[config.mk]
export PLATFORM = sky130hd
export DESIGN_NAME = sm_multiplier
export DESIGN_NICKNAME = d
export VERILOG_FILES = /design/src/rtl/sm_multiplier.sv
export SDC_FILE = /design/constraint.sdc
export NUM_CORES = 1
export LEC_CHECK = 0
export BUFFER_PORTS_ARGS = -buffer_cell sky130_fd_sc_hd__buf_4
export CAP_MARGIN = 10
export CORE_MARGIN = 1
export CORE_UTILIZATION = 30
export CTS_CLUSTER_SIZE = 25
export DETAILED_ROUTE_END_ITERATION = 6
export GPL_TIMING_DRIVEN = 0
export SKIP_CTS_REPAIR_TIMING = 1
export SLEW_MARGIN = 20
export SYNTH_ARGS = -nofsm -noshare
export SYNTH_HDL_FRONTEND = slang
export SYNTH_SLANG_ARGS = --single-unit
[constraint.sdc]
create_clock -name clk -period 2.7 [get_ports clk]
set_input_delay 0 -clock clk [delete_from_list [all_inputs] [get_ports clk]]
set_output_delay 0 -clock clk [all_outputs]
set_load 0.05 [all_outputs]
[src/rtl/sm_multiplier.sv]
// Sequential sign-magnitude multiplier: one shift-add step per clock, start/busy
// handshake shared with the sign-magnitude divider, one-cycle done strobe on result.
module sm_multiplier #(
    parameter int WIDTH = 8
) (
    input  logic                 clk,
    input  logic                 rst,
    input  logic [WIDTH-1:0]     x,
    input  logic [WIDTH-1:0]     y,
    input  logic                 start,
    output logic [2*WIDTH-1:0]   z,
    output logic                 busy,
    output logic                 done
);

    localparam int MW = WIDTH - 1;
    localparam int CW = $clog2(WIDTH);

    typedef enum logic {
        ST_IDLE = 1'b0,
        ST_CALC = 1'b1
    } state_t;

    state_t              r_state;
    logic [MW-1:0]       r_mcand;
    logic [MW-1:0]       r_mplier;
    logic                r_sign;
    logic [2*MW-1:0]     r_pp;
    logic [CW-1:0]       r_count;
    logic [2*WIDTH-1:0]  r_z;
    logic                r_busy;
    logic                r_done;

    logic [MW-1:0]       w_addend;
    logic [MW:0]         w_sum;
    logic [2*MW-1:0]     w_pp_next;
    logic                w_last;
    logic                w_sign_final;

    // One shift-add step: add into the upper half with carry, then shift right by one.
    always_comb begin
        w_addend     = {MW{1'b0}};
        if (r_mplier[0]) begin
            w_addend = r_mcand;
        end else begin
            w_addend = {MW{1'b0}};
        end
        w_sum        = {1'b0, r_pp[2*MW-1:MW]} + {1'b0, w_addend};
        w_pp_next    = {w_sum, r_pp[MW-1:1]};
        w_last       = (r_count == CW'(MW - 1));
        w_sign_final = r_sign & (w_pp_next != {(2*MW){1'b0}});
    end

    // Control FSM and datapath registers; outputs are registered here too.
    always_ff @(posedge clk or negedge rst) begin
        if (!rst) begin
            r_state  <= ST_IDLE;
            r_mcand  <= {MW{1'b0}};
            r_mplier <= {MW{1'b0}};
            r_sign   <= 1'b0;
            r_pp     <= {(2*MW){1'b0}};
            r_count  <= {CW{1'b0}};
            r_z      <= {(2*WIDTH){1'b0}};
            r_busy   <= 1'b0;
            r_done   <= 1'b0;
        end else begin
            r_done <= 1'b0;
            case (r_state)
                ST_IDLE: begin
                    if (start) begin
                        r_mcand  <= x[MW-1:0];
                        r_mplier <= y[MW-1:0];
                        r_sign   <= x[WIDTH-1] ^ y[WIDTH-1];
                        r_pp     <= {(2*MW){1'b0}};
                        r_count  <= {CW{1'b0}};
                        r_busy   <= 1'b1;
                        r_state  <= ST_CALC;
                    end else begin
                        r_state  <= ST_IDLE;
                    end
                end
                ST_CALC: begin
                    r_pp     <= w_pp_next;
                    r_mplier <= r_mplier >> 1;
                    r_count  <= r_count + {{(CW-1){1'b0}}, 1'b1};
                    if (w_last) begin
                        // A zero magnitude always reports a positive sign (no -0).
                        r_z     <= {w_sign_final, 1'b0, w_pp_next};
                        r_done  <= 1'b1;
                        r_busy  <= 1'b0;
                        r_state <= ST_IDLE;
                    end else begin
                        r_state <= ST_CALC;
                    end
                end
                default: begin
                    r_state <= ST_IDLE;
                    r_busy  <= 1'b0;
                end
            endcase
        end
    end

    assign z    = r_z;
    assign busy = r_busy;
    assign done = r_done;

endmodule

### Word-level counts from Yosys, hierarchy flattened

Index checks and enable logic that the tools add are counted.

* output and inout bits: 18
* word-level logic and storage cells: 36
* input bits: 19
* bits in registers: 50

* add/subtract/negate cells: 2
* reductions and logical operators: 4
* bitwise gates (word level): 3
* equal/unequal tests: 3
* muxes and demuxes: 15

Operator list (number)
* $pmux W14 S2: 1
* $mux W14: 1
* $mux W7: 2
* $pmux W7 S2: 1
* $reduce_bool A14 Y1: 1
* $add A7 B7 Y8: 1
* $mux W1: 6
* $pmux W3 S2: 1
* $reduce_and A2 Y1: 3
* $pmux W1 S2: 2
* $add A3 B1 Y3 const B: 1
* $eq A3 B3 Y1 const B: 1
* $mux W3: 1
* $ne A2 B1 Y1 const B: 1
* $ne A2 B2 Y1 const B: 1
* $and A1 B1 Y1: 1
* $not A1 Y1: 1
* $xor A1 B1 Y1: 1

### Logic depth before layout (Yosys ltp)

* word-level depth: 4
* mapped depth: 8
* depth with buffers taken out: 8

### Least setup slack after synthesis

OpenSTA, ideal clock, no wires.

* path kind: reg2reg
* from: reg r_mplier[0]
* to: reg r_z[15], in the netlist z[15]
* path buffers: 0
* path slack: 625 ps
* required time: 2567 ps
* period minus slack after synthesis: 2075 ps
* setup time: 133 ps
* cell stages (with the launch flop): 9
* arrival: 1942 ps
* path through: dfrtp_1 and2_1 ha_1 fa_1 a211oi_1 nor2_1 xor2_1 nor3_1 a31oi_1

* longest elaborated chain between the ends: 4

Ends and longest elaborated chain
* from (decl): RTL line 26 `logic [MW-1:0] r_mplier;`
* from (signal assigned): RTL line 59 `r_mplier <= {MW{1'b0}};`
* from (signal assigned): RTL line 72 `r_mplier <= y[MW-1:0];`
* from (signal assigned): RTL line 84 `r_mplier <= r_mplier >> 1;`
* $mux W7: RTL line 43 `if (r_mplier[0]) begin`
* $add A7 B7 Y8: RTL line 48 `w_sum = {1'b0, r_pp[2*MW-1:MW]} + {1'b0, w_addend};`
* $reduce_bool A14 Y1: RTL line 51 `w_sign_final = r_sign & (w_pp_next != {(2*MW){1'b0}});`
* $and A1 B1 Y1: RTL line 51
* to (signal assigned): RTL line 63 `r_z <= {(2*WIDTH){1'b0}};`
* to (signal assigned): RTL line 88 `r_z <= {w_sign_final, 1'b0, w_pp_next};`
* to (decl): RTL line 30 `logic [2*WIDTH-1:0] r_z;`

Every way passes these cells.
A chain may end at the register's enable or synchronous reset.

### Worst setup path after layout

Ends and elaborated chain as after synthesis.

==> flow_metrics.env <==
export IMPL_status="finished with violations"
export IMPL_violations="hold timing"
export IMPL_drv_cap=0
export IMPL_numPortBuffers=35
export IMPL_synth_nets=251
export IMPL_r2r_setup_slack_ns=0.33
export IMPL_dpl_cell_area_um2=2650
export IMPL_synth_seq_cells=49
export IMPL_worstPathCellList="and2_1, ha_1, fa_1, a211oi_1, nor2_1, xor2_1, nor3_1, a31oi_1"
export IMPL_first_iter_violations=76
export IMPL_antennaDiodeCount=0
export IMPL_root_buffer="clkbuf_8"
export IMPL_fmax_mhz=421
export IMPL_die_height_um=88.9
export IMPL_cts_tree="done"
export IMPL_leakagePower_nw=1.42
export IMPL_path_class="reg2reg"
export IMPL_finalWorstSetupSlack_ns=0.327
export IMPL_min_period_ns=2.37
export IMPL_ant_nets=0
export IMPL_post_route_period_util_pct=87.9
export IMPL_crit_path_start_kind="flip-flop"
export IMPL_dp_hpwl_um=3210
export IMPL_clkSlewWorstSetupHoldPaths_ns=0.09
export IMPL_ir_drop_uv=422
export IMPL_grt_pass1_vias=1643
export IMPL_cp_max_fo=8
export IMPL_worst_hold_slack_ns=-0.00279
export IMPL_avgViaCountPerCell=4.52
export IMPL_synth_xor_area_share_pct=1.93
export IMPL_ys_flop_type="dfrtp_1"
export IMPL_grt_overflow=0
export IMPL_grt_pass1_wl_um=7780
export IMPL_yosys_area_share_simple_pct=17.0
export IMPL_place_worst_setup_slack_ns=0.306
export IMPL_pin_count=37
export IMPL_grt_max_degree=50
export IMPL_cp_data_arrival_time_ns=2.56
export IMPL_first_pass_iters=6
export IMPL_die_area_um2=7900
export IMPL_synthMuxAreaShare_pct=7.02
export IMPL_cellPowerDensity_nw_per_um2=1100
export IMPL_max_stage_delay_ns=0.45
export IMPL_htree_levels=2
export IMPL_cts_buffer_depth=2
export IMPL_relSlewSlack_pct=58.2
export IMPL_async_reset_ff_share_pct=100
export IMPL_drc=0
export IMPL_r2r_end="z[15]$_DFFE_PN0P_"
export IMPL_cpMaxStageDelayCell="dfrtp_1"
export IMPL_rr_startpoint="r_mplier[0]$_DFFE_PN0P_"
export IMPL_fin_tns_setup_ns=0
export IMPL_ff2ff_path_depth=8
export IMPL_final_nets=303
export IMPL_gp_congestion=0.752
export IMPL_synth_top_family_by_area="simple AND/OR/NAND/NOR gates"
export IMPL_synth_adder_area_share_pct=5.86
export IMPL_clock_latency_ns=0.30
export IMPL_antenna_found_initial=0
export IMPL_synth_compound_area_share_pct=11.2
export IMPL_tightest_slew_ns=0.627
export IMPL_core_area_um2=7290
export IMPL_hp_start="y[7]"
export IMPL_synthTopCellsByCount="57 x nand2_1, 49 x dfrtp_1, 20 x o21ai_0, 14 x nor2_1, 9 x ha_1"
export IMPL_synth_top_cell_by_area="dfrtp_1"
export IMPL_drive_gt1_share_pct=20.7
export IMPL_syn_cell_area_um2=2260
export IMPL_crit_buf_inv=0
export IMPL_die_w_um=88.9
export IMPL_yosysMostFrequentCell="nand2_1"
export IMPL_cp_top_family="adder cells"
export IMPL_ys_warnings_count=0
export IMPL_num_vias=1690
export IMPL_rsz0062_at_grt="no"
export IMPL_yosysSeqAreaShare_pct=54.1
export IMPL_synthTopCellsByArea="dfrtp_1 54%, nand2_1 9.4%, ha_1 5.0%, o21ai_0 4.4%, mux2i_1 3.5%"
export IMPL_slew_viol_final=0
export IMPL_area_delta_synth_final_pct=26.4
export IMPL_numClockSinks=49
export IMPL_synth_edf_count=0
export IMPL_routed_wl_um=4590
export IMPL_wl_per_cell_um=12.3
export IMPL_end_kind="flip-flop"
export IMPL_hp_class="in2reg"
export IMPL_hold_violations=1
export IMPL_crit_required_ns=2.88
export IMPL_final_cell_area_um2=2860
export IMPL_gr_usage_all_layers_pct=12.9
export IMPL_fin_skew_ns=0.0104
export IMPL_synthCells=222
export IMPL_holdPathStages=3
export IMPL_start_util_pct=31.1
export IMPL_yosys_area_top_type_share_pct=54.1
export IMPL_final_setup_viol_count=0
export IMPL_syn_avg_cell_area_um2=10.2
export IMPL_synthDistinctLibCells=32
export IMPL_cts_made_buffers=5
export IMPL_rows=31
export IMPL_hold_end="r_sign$_DFFE_PN0P_"
==> logic make-up after synthesis <==
kind of cell / count (synthesis)
and+or+nand+nor: 90
DFF: 49
AOI/OAI and AO/OA: 38
muxes: 15
buffers and inverters: 14
adders and majority gates: 10
xor gates and xnor gates: 5
other: 1
==> cell usage in the layout (no fill, tap or decap), drive strengths merged <==
master,count
a211oi,3
a21o,1
a21oi,2
a22o,7
a31oi,2
and2,7
buf,40
bufinv,1
clkbuf,10
clkinv,1
conb,1
dfrtp,49
dlygate4sd3,10
fa,1
ha,9
inv,5
mux2,7
mux2i,8
nand2,57
nand3,2
nor2,15
nor2b,1
nor3,3
nor3b,2
nor4,2
o2111ai,1
o21a,2
o21ai,20
or4b,1
xnor2,2
xor2,3
==> area by class of cell <==
class / instances / area, um2
Timing Repair Buffer: 45 / 363
Multi-Input combinational cell: 159 / 978
Clock buffer: 6 / 72.6
Tap cell: 99 / 124
Buffer: 9 / 41.3
Fill cell: 791 / 4430
Sequential cell: 49 / 1230
Inverter: 5 / 18.8
Clock inverter: 2 / 38.8
==> per-stage QoR <==
stage,cells,power [mW],util (%)
global route,374,3.39,39.3
CTS,364,3.18,37.9
floorplan,222,2.22,-
detailed placement,356,2.65,36.4
finish,374,3.15,39.3
global placement,356,2.61,36.4
==> worst max path at each step <==
stage	slack [ns]	endpoint	cells after the start	start
2_1_floorplan	0.62	z[15]$_DFFE_PN0P_	8	r_mplier[0]$_DFFE_PN0P_
3_3_place_gp	0.34	z[15]$_DFFE_PN0P_	8	r_mplier[0]$_DFFE_PN0P_
3_5_place_dp	0.31	z[15]$_DFFE_PN0P_	8	r_mplier[0]$_DFFE_PN0P_
4_1_cts	0.26	z[15]$_DFFE_PN0P_	8	r_mplier[0]$_DFFE_PN0P_
5_1_grt	0.09	z[15]$_DFFE_PN0P_	8	r_mplier[0]$_DFFE_PN0P_
6_report	0.33	z[15]$_DFFE_PN0P_	8	r_mplier[0]$_DFFE_PN0P_
==> layer usage <==
metal	up-vias	share of wire, %	track usage, %
met5	-	0	0
met4	0	0.85	3.08
met3	5	4.0	3.26
met2	36	42	19.5
met1	795	53	18.4
li1	854	-	-
==> registers in the layout (all words and copies together), names as in the netlist <==
signal / flops
r_mcand: 7
r_count: 3
busy: 1
r_pp: 13
r_state: 1
done: 1
r_mplier: 7
z: 15
r_sign: 1
==> worst register-to-register path: cells and delay by family, from the launching register on <==
family          cells  cell delay, ns
compound gates      2            0.47
simple gates        3            0.52
xor+xnor            1            0.19
fa+ha+maj           2            0.64
flops               1            0.45
==> power breakdown <==
| part | internal (mW) | switching, mW |
|---|---|---|
| Clock | 0.278 | 0.242 |
| Combinational | 0.520 | 0.900 |
| Sequential | 1.03 | 0.183 |
| Total | 1.83 | 1.32 |
No activity file was read; power rests on OpenSTA's default activity.
